**config.mk**
```make
export PLATFORM = sky130hd
export DESIGN_NAME = mem_wb_writeback
export DESIGN_NICKNAME = d
export VERILOG_FILES = /design/src/rtl/rv_pkg.sv /design/src/rtl/load_align.sv /design/src/rtl/mem_wb_writeback.sv
export SDC_FILE = /design/constraint.sdc
export NUM_CORES = 1
export LEC_CHECK = 0
export ABC_CLOCK_PERIOD_IN_PS = 3560
export CORE_MARGIN = 4
export CORE_UTILIZATION = 45
export CTS_CLUSTER_SIZE = 40
export DETAILED_ROUTE_END_ITERATION = 12
export GPL_ROUTABILITY_DRIVEN = 0
export PLACE_DENSITY_LB_ADDON = 0.3
export SLEW_MARGIN = 20
export SYNTH_ARGS = -nofsm -noshare
export SYNTH_HDL_FRONTEND = slang
export SYNTH_SLANG_ARGS = --single-unit
```
**constraint.sdc**
```tcl
create_clock -name clk -period 3.56 [get_ports clk]
set_input_delay 0.89 -clock clk [delete_from_list [all_inputs] [get_ports clk]]
set_output_delay 0.89 -clock clk [all_outputs]
set_load 0.05 [all_outputs]
```
**src/rtl/rv_pkg.sv**
```systemverilog
// Shared definitions for the writeback stage: load funct3 encodings, FSM states and
// the default datapath width.
package rv_pkg;

  localparam int unsigned XLEN = 32;

  localparam logic [2:0] F3Lb  = 3'b000;
  localparam logic [2:0] F3Lh  = 3'b001;
  localparam logic [2:0] F3Lw  = 3'b010;
  localparam logic [2:0] F3Lbu = 3'b100;
  localparam logic [2:0] F3Lhu = 3'b101;

  typedef enum logic [1:0] {
    StIdle,
    StWaitMem,
    StCommit,
    StDrain
  } wb_state_e;

endpackage

```
**src/rtl/load_align.sv**
```systemverilog
// Combinational load-data aligner: selects the byte/halfword addressed by offset,
// sign/zero-extends it and flags misaligned halfword/word accesses.
module load_align
  import rv_pkg::*;
#(
  parameter int unsigned XLEN = 32
) (
  input  logic [2:0]      funct3,
  input  logic [1:0]      offset,
  input  logic [XLEN-1:0] rdata,
  output logic [XLEN-1:0] data,
  output logic            misalign
);

  logic [7:0]  byte_sel;
  logic [15:0] half_sel;

  always_comb begin
    byte_sel = rdata[{offset, 3'b000} +: 8];
    half_sel = offset[1] ? rdata[31:16] : rdata[15:0];
    data     = rdata;
    misalign = 1'b0;
    case (funct3)
      F3Lb:    data = {{(XLEN-8){byte_sel[7]}}, byte_sel};
      F3Lbu:   data = {{(XLEN-8){1'b0}}, byte_sel};
      F3Lh: begin
        data     = {{(XLEN-16){half_sel[15]}}, half_sel};
        misalign = offset[0];
      end
      F3Lhu: begin
        data     = {{(XLEN-16){1'b0}}, half_sel};
        misalign = offset[0];
      end
      // LW and unused encodings take the whole word
      default: misalign = (offset != 2'b00);
    endcase
  end

endmodule

```
**src/rtl/mem_wb_writeback.sv**
```systemverilog
// Writeback stage: retires one instruction per cycle, waits for load data, aligns it and
// drives a one-cycle register-file commit. Define WB_INSTRET_EN to add the instret counter.
module mem_wb_writeback
  import rv_pkg::*;
#(
  parameter int unsigned XLEN = 32,
  parameter int unsigned RA_W = 5
) (
  input  logic            clk,
  input  logic            rst_n,
  input  logic            in_valid,
  output logic            in_ready,
  input  logic [RA_W-1:0] in_rd,
  input  logic            in_reg_write,
  input  logic            in_is_load,
  input  logic [2:0]      in_funct3,
  input  logic [XLEN-1:0] in_result,
  input  logic            flush,
  input  logic            mem_rvalid,
  input  logic [XLEN-1:0] mem_rdata,
  output logic            reg_write,
  output logic [RA_W-1:0] write_reg,
  output logic [XLEN-1:0] write_data,
  output logic            tick_memwb,
  output logic            misalign
`ifdef WB_INSTRET_EN
  ,
  output logic [63:0]     instret
`endif
);

  wb_state_e state_q, state_d;

  logic [RA_W-1:0] rd_q, rd_d;
  logic            rw_q, rw_d;
  logic [2:0]      funct3_q, funct3_d;
  logic [1:0]      offset_q, offset_d;

  logic            reg_write_q, reg_write_d;
  logic [RA_W-1:0] write_reg_q, write_reg_d;
  logic [XLEN-1:0] write_data_q, write_data_d;
  logic            tick_q, tick_d;
  logic            misalign_q, misalign_d;

  logic [XLEN-1:0] align_data;
  logic            align_mis;
  logic            accept;

  load_align #(.XLEN(XLEN)) u_load_align (
    .funct3   (funct3_q),
    .offset   (offset_q),
    .rdata    (mem_rdata),
    .data     (align_data),
    .misalign (align_mis)
  );

  assign in_ready = (state_q == StIdle) || (state_q == StCommit);
  assign accept   = in_valid && in_ready && !flush;

  always_comb begin
    state_d      = state_q;
    rd_d         = rd_q;
    rw_d         = rw_q;
    funct3_d     = funct3_q;
    offset_d     = offset_q;
    reg_write_d  = 1'b0;
    write_reg_d  = write_reg_q;
    write_data_d = write_data_q;
    tick_d       = 1'b0;
    misalign_d   = 1'b0;
    unique case (state_q)
      StIdle, StCommit: begin
        state_d = StIdle;
        if (accept) begin
          rd_d     = in_rd;
          rw_d     = in_reg_write;
          funct3_d = in_funct3;
          offset_d = in_result[1:0];
          if (in_is_load) begin
            state_d = StWaitMem;
          end else begin
            state_d      = StCommit;
            tick_d       = 1'b1;
            reg_write_d  = in_reg_write && (in_rd != '0);
            write_reg_d  = in_rd;
            write_data_d = in_result;
          end
        end
      end
      StWaitMem: begin
        if (mem_rvalid && flush) begin
          state_d = StIdle;
        end else if (mem_rvalid) begin
          state_d      = StCommit;
          tick_d       = 1'b1;
          misalign_d   = align_mis;
          reg_write_d  = rw_q && (rd_q != '0) && !align_mis;
          write_reg_d  = rd_q;
          write_data_d = align_data;
        end else if (flush) begin
          // Read is still outstanding; its data must be swallowed
          state_d = StDrain;
        end
      end
      StDrain: begin
        if (mem_rvalid) state_d = StIdle;
      end
      default: state_d = StIdle;
    endcase
  end

  always_ff @(posedge clk or negedge rst_n) begin
    if (!rst_n) begin
      state_q      <= StIdle;
      rd_q         <= '0;
      rw_q         <= 1'b0;
      funct3_q     <= '0;
      offset_q     <= '0;
      reg_write_q  <= 1'b0;
      write_reg_q  <= '0;
      write_data_q <= '0;
      tick_q       <= 1'b0;
      misalign_q   <= 1'b0;
    end else begin
      state_q      <= state_d;
      rd_q         <= rd_d;
      rw_q         <= rw_d;
      funct3_q     <= funct3_d;
      offset_q     <= offset_d;
      reg_write_q  <= reg_write_d;
      write_reg_q  <= write_reg_d;
      write_data_q <= write_data_d;
      tick_q       <= tick_d;
      misalign_q   <= misalign_d;
    end
  end

  assign reg_write  = reg_write_q;
  assign write_reg  = write_reg_q;
  assign write_data = write_data_q;
  assign tick_memwb = tick_q;
  assign misalign   = misalign_q;

`ifdef WB_INSTRET_EN
  logic [63:0] instret_q;

  always_ff @(posedge clk or negedge rst_n) begin
    if (!rst_n)      instret_q <= '0;
    else if (tick_d) instret_q <= instret_q + 64'd1;
  end

  assign instret = instret_q;
`endif

endmodule

```
==> flow_summary.toml, run 1 <==
[status]
status = "completed"

[setup_path]
arrival_ns = 1.84
worst-path-max-fanout = 15
rr_startpoint = "state_q[0]"
startpoint_type = "flop"
crit_slowest_cell = "clkdlybuf4s50_1"
crit_path_end_kind = "primary output"
worst-path-buf-inv = 2
max_stage_delay_ns = 0.81
crit_type = "reg -> out"
rr_worst_depth = 5
cp.required_ns = 2.67
rrSetupSlack_ns = 1.37
path_cells = "inv_1, clkdlybuf4s50_1"
crit_cells = 2
r2r_end = "write_data[12]"
path_delay_family = "buffers and inverters"

[drt]
vias = 3096
routed_wl_um = 9690
drtIter0Drc = 225
detail-route-antenna-nets = 0
firstDrtPassIters = 6
wl_per_cell_um = 18.7
drc = 0
vias_per_cell = 5.97

[cts]
h-tree-depth = 2
insertion_delay_ns = 0.31
holdBufCountCts = 0
cts_buffers = 5
clockBufferDepth = 2
cts_setup_buffers = 0
clkTransAtPathRegs_ns = 0.10
cts_root_buffer = "clkbuf_8"
tritoncts = "yes"
cts_resized = 0
cts.sinks = 53

[pwr]
p_per_area_nw_per_um2 = 569
total_power_mw = 2.51
power_leakage_nw = 1.76
irDropWorstVdd_v = 0.000324

[logic_synthesis]
synth_ff_type = "dfrtp_1"
synth.distinct_cells = 50
syn_area_per_cell_sq_um = 9.17
yosysMostFrequentCell = "dfrtp_1"
async_flop_share_pct = 100
yosys.area.top_type = "dfrtp_1"
synthesis.instances = 333
synth_area_leaders = "dfrtp_1, mux2_2, nand2_1, a211oi_1, nor2_1"
yosys.area.top_type_share_pct = 43.4
syn_nets = 412
ys_ff_latch = 53
synth_edf_count = 0
ys_seq_area_share_pct = 43.4
netlist_area_sq_um = 3050
yosysWarnings = 0
synth_commonest_cells = "dfrtp_1, nand2_1, nor2_1"

[floorplanning]
core-area_sq_um = 6460
row_count = 29
die_height_um = 90.4
io_pins = 120
design.die.area_sq_um = 8170
start_util_pct = 47.3
dieWidth_um = 90.4

[cells_and_area]
syn_to_final_growth_pct = 44.2
fillers = 516
drive_above_1_share_pct = 11.5
regArea_sq_um = 1330
nNetsFinal = 520
largest_reg_flops = 32
multiInputGateArea_sq_um = 1570
antenna_cells = 0

[timing]
slew_headroom_pct = 43.7
hold_violations = 0
max_freq_mhz = 366
fin_tns_setup_ns = 0
min_period_ns = 2.73
fin_worst_skew_ns = 0.00621
timing.final.crit_share_pct = 76.8
slew_violations = 0
rsz0062_at_grt = "no"
worst_pin_slew_ns = 0.843
setup_viol = 0

[hold_path]
worstHoldStart = "write_data[1]"
hold_path_depth = 2
hold_path_class = "reg -> reg"
hold_end = "write_data[1]"

[global_route]
grt_pass1_vias = 3189
overflow = 0
grtUsageMet1_pct = 32.0
grt_use_total_pct = 23.9
grt_antenna_before_repair = 0
grt_pass1_wl_um = 15900
grt_max_degree = 31
grt_util_met2_pct = 38.5
use_met3_pct = 5.58
busiest_layer = "met2"

[place]
place_hpwl_um = 7310
port_buffers = 119

[job]
cap_violations = 0
-- layout make-up --
class                   count  share of cell area, %
clock inverters             3                  0.994
well taps                  77                   2.19
flip-flops and latches     53                   30.1
multi-input cells         241                   35.6
repair buffers            128                   28.6
inverters                  12                   1.02
clock buffers               5                   1.56
-- cell usage in the layout, fill, tap and decap left out, types with 2 or more instances in the layout --
cell type / netlist / final
o31ai_1: 2 / 2
nor4b_1: 7 / 7
a221oi_1: 4 / 4
o311ai_0: 3 / 3
dfrtp_1: 53 / 53
nand2_1: 44 / 44
or4_1: 2 / 2
or3b_2: 3 / 3
clkdlybuf4s50_1: 0 / 118
a21oi_1: 19 / 19
a221oi_2: 3 / 3
buf_4: 0 / 8
a21o_1: 2 / 2
a22oi_1: 2 / 2
nand2b_1: 4 / 3
nor4bb_1: 8 / 8
clkbuf_8: 0 / 5
mux2_2: 17 / 17
o21a_1: 2 / 2
inv_1: 11 / 11
nand3_1: 2 / 2
a211oi_1: 20 / 20
nor2b_1: 3 / 2
nor3_1: 19 / 19
nor2_1: 34 / 34
mux2i_1: 4 / 4
a31oi_1: 5 / 5
a211oi_2: 3 / 3
o21ai_0: 10 / 10
-- worst register-to-register path, delay by kind of cell, from the launching register on --
| family | cells | cell delay, ns |
|---|---|---|
| and+or+nand+nor | 1 | 0.77 |
| DFF | 1 | 0.55 |
| AOI/OAI and AO/OA | 3 | 0.51 |
| buffers and inverters | 1 | 0.28 |
-- kinds of logic (layout without fill, tap and decap cells) --
| kind of cell | Yosys count | count (layout) | share of synthesized area, % |
|---|---|---|---|
| xor+xnor | 1 | 1 | 0.287 |
| mux | 21 | 21 | 7.58 |
| buf+inv | 39 | 148 | 5.45 |
| flops | 53 | 53 | 43.4 |
| simple gates | 135 | 135 | 23.3 |
| compound gates | 84 | 84 | 20.0 |
-- per-layer routing --
metal	part of all wire [%]	vias to the layer above
met5	0	-
met4	1.5	0
met3	9.3	17
met2	47	165
met1	42	1486
li1	-	1428
-- metrics by stage --
stage | hold WS (ns) | instances | util, % | setup slack (ns) | cell area (sq um)
2_1_floorplan | 0.480 | 333 | - | 1.37 | 3050
3_3_place_gp | 0.461 | 510 | 66.2 | 0.669 | 4280
3_5_place_dp | 0.480 | 510 | 66.2 | 0.584 | 4280
4_1_cts | 0.498 | 518 | 68.0 | 0.847 | 4390
5_1_grt | 0.543 | 519 | 68.2 | 0.728 | 4400
6_report | 0.496 | 519 | 68.2 | 0.827 | 4400
-- where the power goes --
part | leakage, nW | switching (mW) | internal [mW]
Sequential | 0.622 | 0.119 | 0.749
Clock | 0.0585 | 0.210 | 0.211
Combinational | 1.08 | 0.752 | 0.464
-- worst max-delay path by stage --
| stage | slack [ns] | startpoint | endpoint |
|---|---|---|---|
| 3_3_place_gp | 0.67 | flush | write_data[12] |
| 5_1_grt | 0.73 | state_q[0] | in_ready |
| 6_report | 0.83 | state_q[0] | in_ready |
| 3_5_place_dp | 0.58 | flush | write_data[12] |
| 4_1_cts | 0.85 | state_q[0] | in_ready |
| 2_1_floorplan | 1.37 | flush | write_data[14] |
Note: power is estimated with default switching activity, not from simulation.
==> inputs of run 2 (changes only) <==
--- a/config.mk
+++ b/config.mk
@@ -5,9 +5,9 @@
 export SDC_FILE = /design/constraint.sdc
 export NUM_CORES = 1
 export LEC_CHECK = 0
-export ABC_CLOCK_PERIOD_IN_PS = 3560
+export ABC_CLOCK_PERIOD_IN_PS = 2700
 export CORE_MARGIN = 4
-export CORE_UTILIZATION = 45
+export CORE_UTILIZATION = 44
 export CTS_CLUSTER_SIZE = 40
 export DETAILED_ROUTE_END_ITERATION = 12
 export GPL_ROUTABILITY_DRIVEN = 0
==> constraint.sdc (replaced) <==
create_clock -name clk -period 2.7 [get_ports clk]
set_input_delay 0.675 -clock clk [delete_from_list [all_inputs] [get_ports clk]]
set_output_delay 0.675 -clock clk [all_outputs]
set_load 0.05 [all_outputs]
==> run 2 against run 1 <==
Compared with the run above: utilization is 2.3 points lower; combinational power rose by 33%; critical endpoint is now write_data[10]; clock-buffer cell count did not move; die area up 2.1%; largest cell class unchanged; sequential share of layout area decreased by 0.30 points; worst setup slack worse by 0.40 ns; critical path type is now in -> reg.
==> flow_summary.toml, run 2 (synthesized netlist as in run 1, its figures left out) <==
[status]
status = "completed"

[cts]
cts_buffers = 5
cts_resized = 0
cts_setup_buffers = 0
clockBufferDepth = 2
tritoncts = "yes"
holdBufCountCts = 0
cts.sinks = 53
insertion_delay_ns = 0.31
h-tree-depth = 2
cts_root_buffer = "clkbuf_8"
clkTransAtPathRegs_ns = 0.10

[drt]
detail-route-antenna-nets = 0
drtIter0Drc = 267
vias_per_cell = 5.78
routed_wl_um = 9800
vias = 3054
wl_per_cell_um = 18.6
firstDrtPassIters = 4
drc = 0

[setup_path]
rr_startpoint = "state_q[1]"
rr_worst_depth = 4
crit_path_end_kind = "flop"
worst-path-buf-inv = 1
r2r_end = "write_data[0]"
cp.required_ns = 2.92
worst-path-max-fanout = 10
crit_type = "in -> reg"
path_cells = "clkdlybuf4s50_1, or4b_1, a221oi_1, a21oi_1, a211oi_1"
path_delay_family = "simple AND/OR/NAND/NOR gates"
rrSetupSlack_ns = 0.61
max_stage_delay_ns = 0.73
crit_slowest_cell = "or4b_1"
arrival_ns = 2.49
startpoint_type = "input port"

[timing]
timing.final.crit_share_pct = 84.1
fin_tns_setup_ns = 0
rsz0062_at_grt = "no"
worst_pin_slew_ns = 0.697
setup_viol = 0
slew_headroom_pct = 53.5
slew_violations = 0
max_freq_mhz = 441
fin_worst_skew_ns = 0.00453
hold_violations = 0
min_period_ns = 2.27

[global_route]
grt_max_degree = 29
overflow = 0
grt_use_total_pct = 23.6
grt_antenna_before_repair = 0
grt_pass1_vias = 2990
grt_pass1_wl_um = 15800

[cells_and_area]
drive_above_1_share_pct = 12.5
largest_reg_flops = 32
final_common_cell = "clkdlybuf4s50_1"
nNetsFinal = 526
antenna_cells = 0
syn_to_final_growth_pct = 45.7
final_cell_mix = "clkdlybuf4s50_1, dfrtp_1, nand2_1"

[pwr]
power_leakage_nw = 1.78
irDropWorstVdd_v = 0.000457
total_power_mw = 3.23
p_per_area_nw_per_um2 = 725

[floorplanning]
die_height_um = 91.3
row_count = 30
dieWidth_um = 91.3
core-area_sq_um = 6760
design.die.area_sq_um = 8340
start_util_pct = 45.2
io_pins = 120

[place]
place_hpwl_um = 7390
port_buffers = 119

[hold_path]
hold_path_class = "in -> async"

[job]
cap_violations = 0
## run 2: changes by cell type in the layout (fill, tap and decap cells not counted), sizes merged
cell / previous run / this run
buf: 10 / 16
bufinv: 1 / 0
clkinvlp: 0 / 1
## run 2: worst max path at each step
stage               startpoint              to  slack (ns)  cells past startpoint
detailed placement       flush   write_data[8]        0.11                      8
global route        in_is_load  write_data[11]        0.32                      5
finish              in_is_load  write_data[10]        0.43                      5
global placement         flush  write_data[14]        0.14                      8
CTS                 state_q[0]        in_ready        0.43                      2
floorplan                flush  write_data[14]        0.72                      6
## run 2: routing by layer
metal	part of all wire, %	global-route usage, %
met2	48	37.8
met3	8.4	4.81
met1	42	32.5
met4	1.6	6.16
met5	0	0
## run 2: through the flow
stage / utilization [%] / setup WS (ns) / std cells / hold slack, ns / cell area [sq um]
6_report: 65.9 / 0.431 / 528 / 0.379 / 4450
5_1_grt: 65.9 / 0.320 / 528 / 0.417 / 4450
4_1_cts: 65.9 / 0.427 / 528 / 0.394 / 4450
3_5_place_dp: 64.5 / 0.107 / 520 / 0.487 / 4360
3_3_place_gp: 64.5 / 0.135 / 520 / 0.488 / 4360
2_1_floorplan: - / 0.722 / 333 / 0.379 / 3050
## run 2: power by group
part           internal (mW)  switching (mW)  total, mW  leakage [nW]
clock network          0.185           0.284      0.469        0.0445
registers              0.988           0.153       1.14         0.622
logic                  0.624           0.993       1.62          1.11
## run 2: final cells by class
cell class                      count  area, sq um
Clock buffer                        5         68.8
Clock inverter                      3         21.3
Fill cell                         578         2310
Inverter                           12         45.0
Multi-Input combinational cell    241         1560
Sequential cell                    53         1330
Tap cell                           80          100
Timing Repair Buffer              134         1320
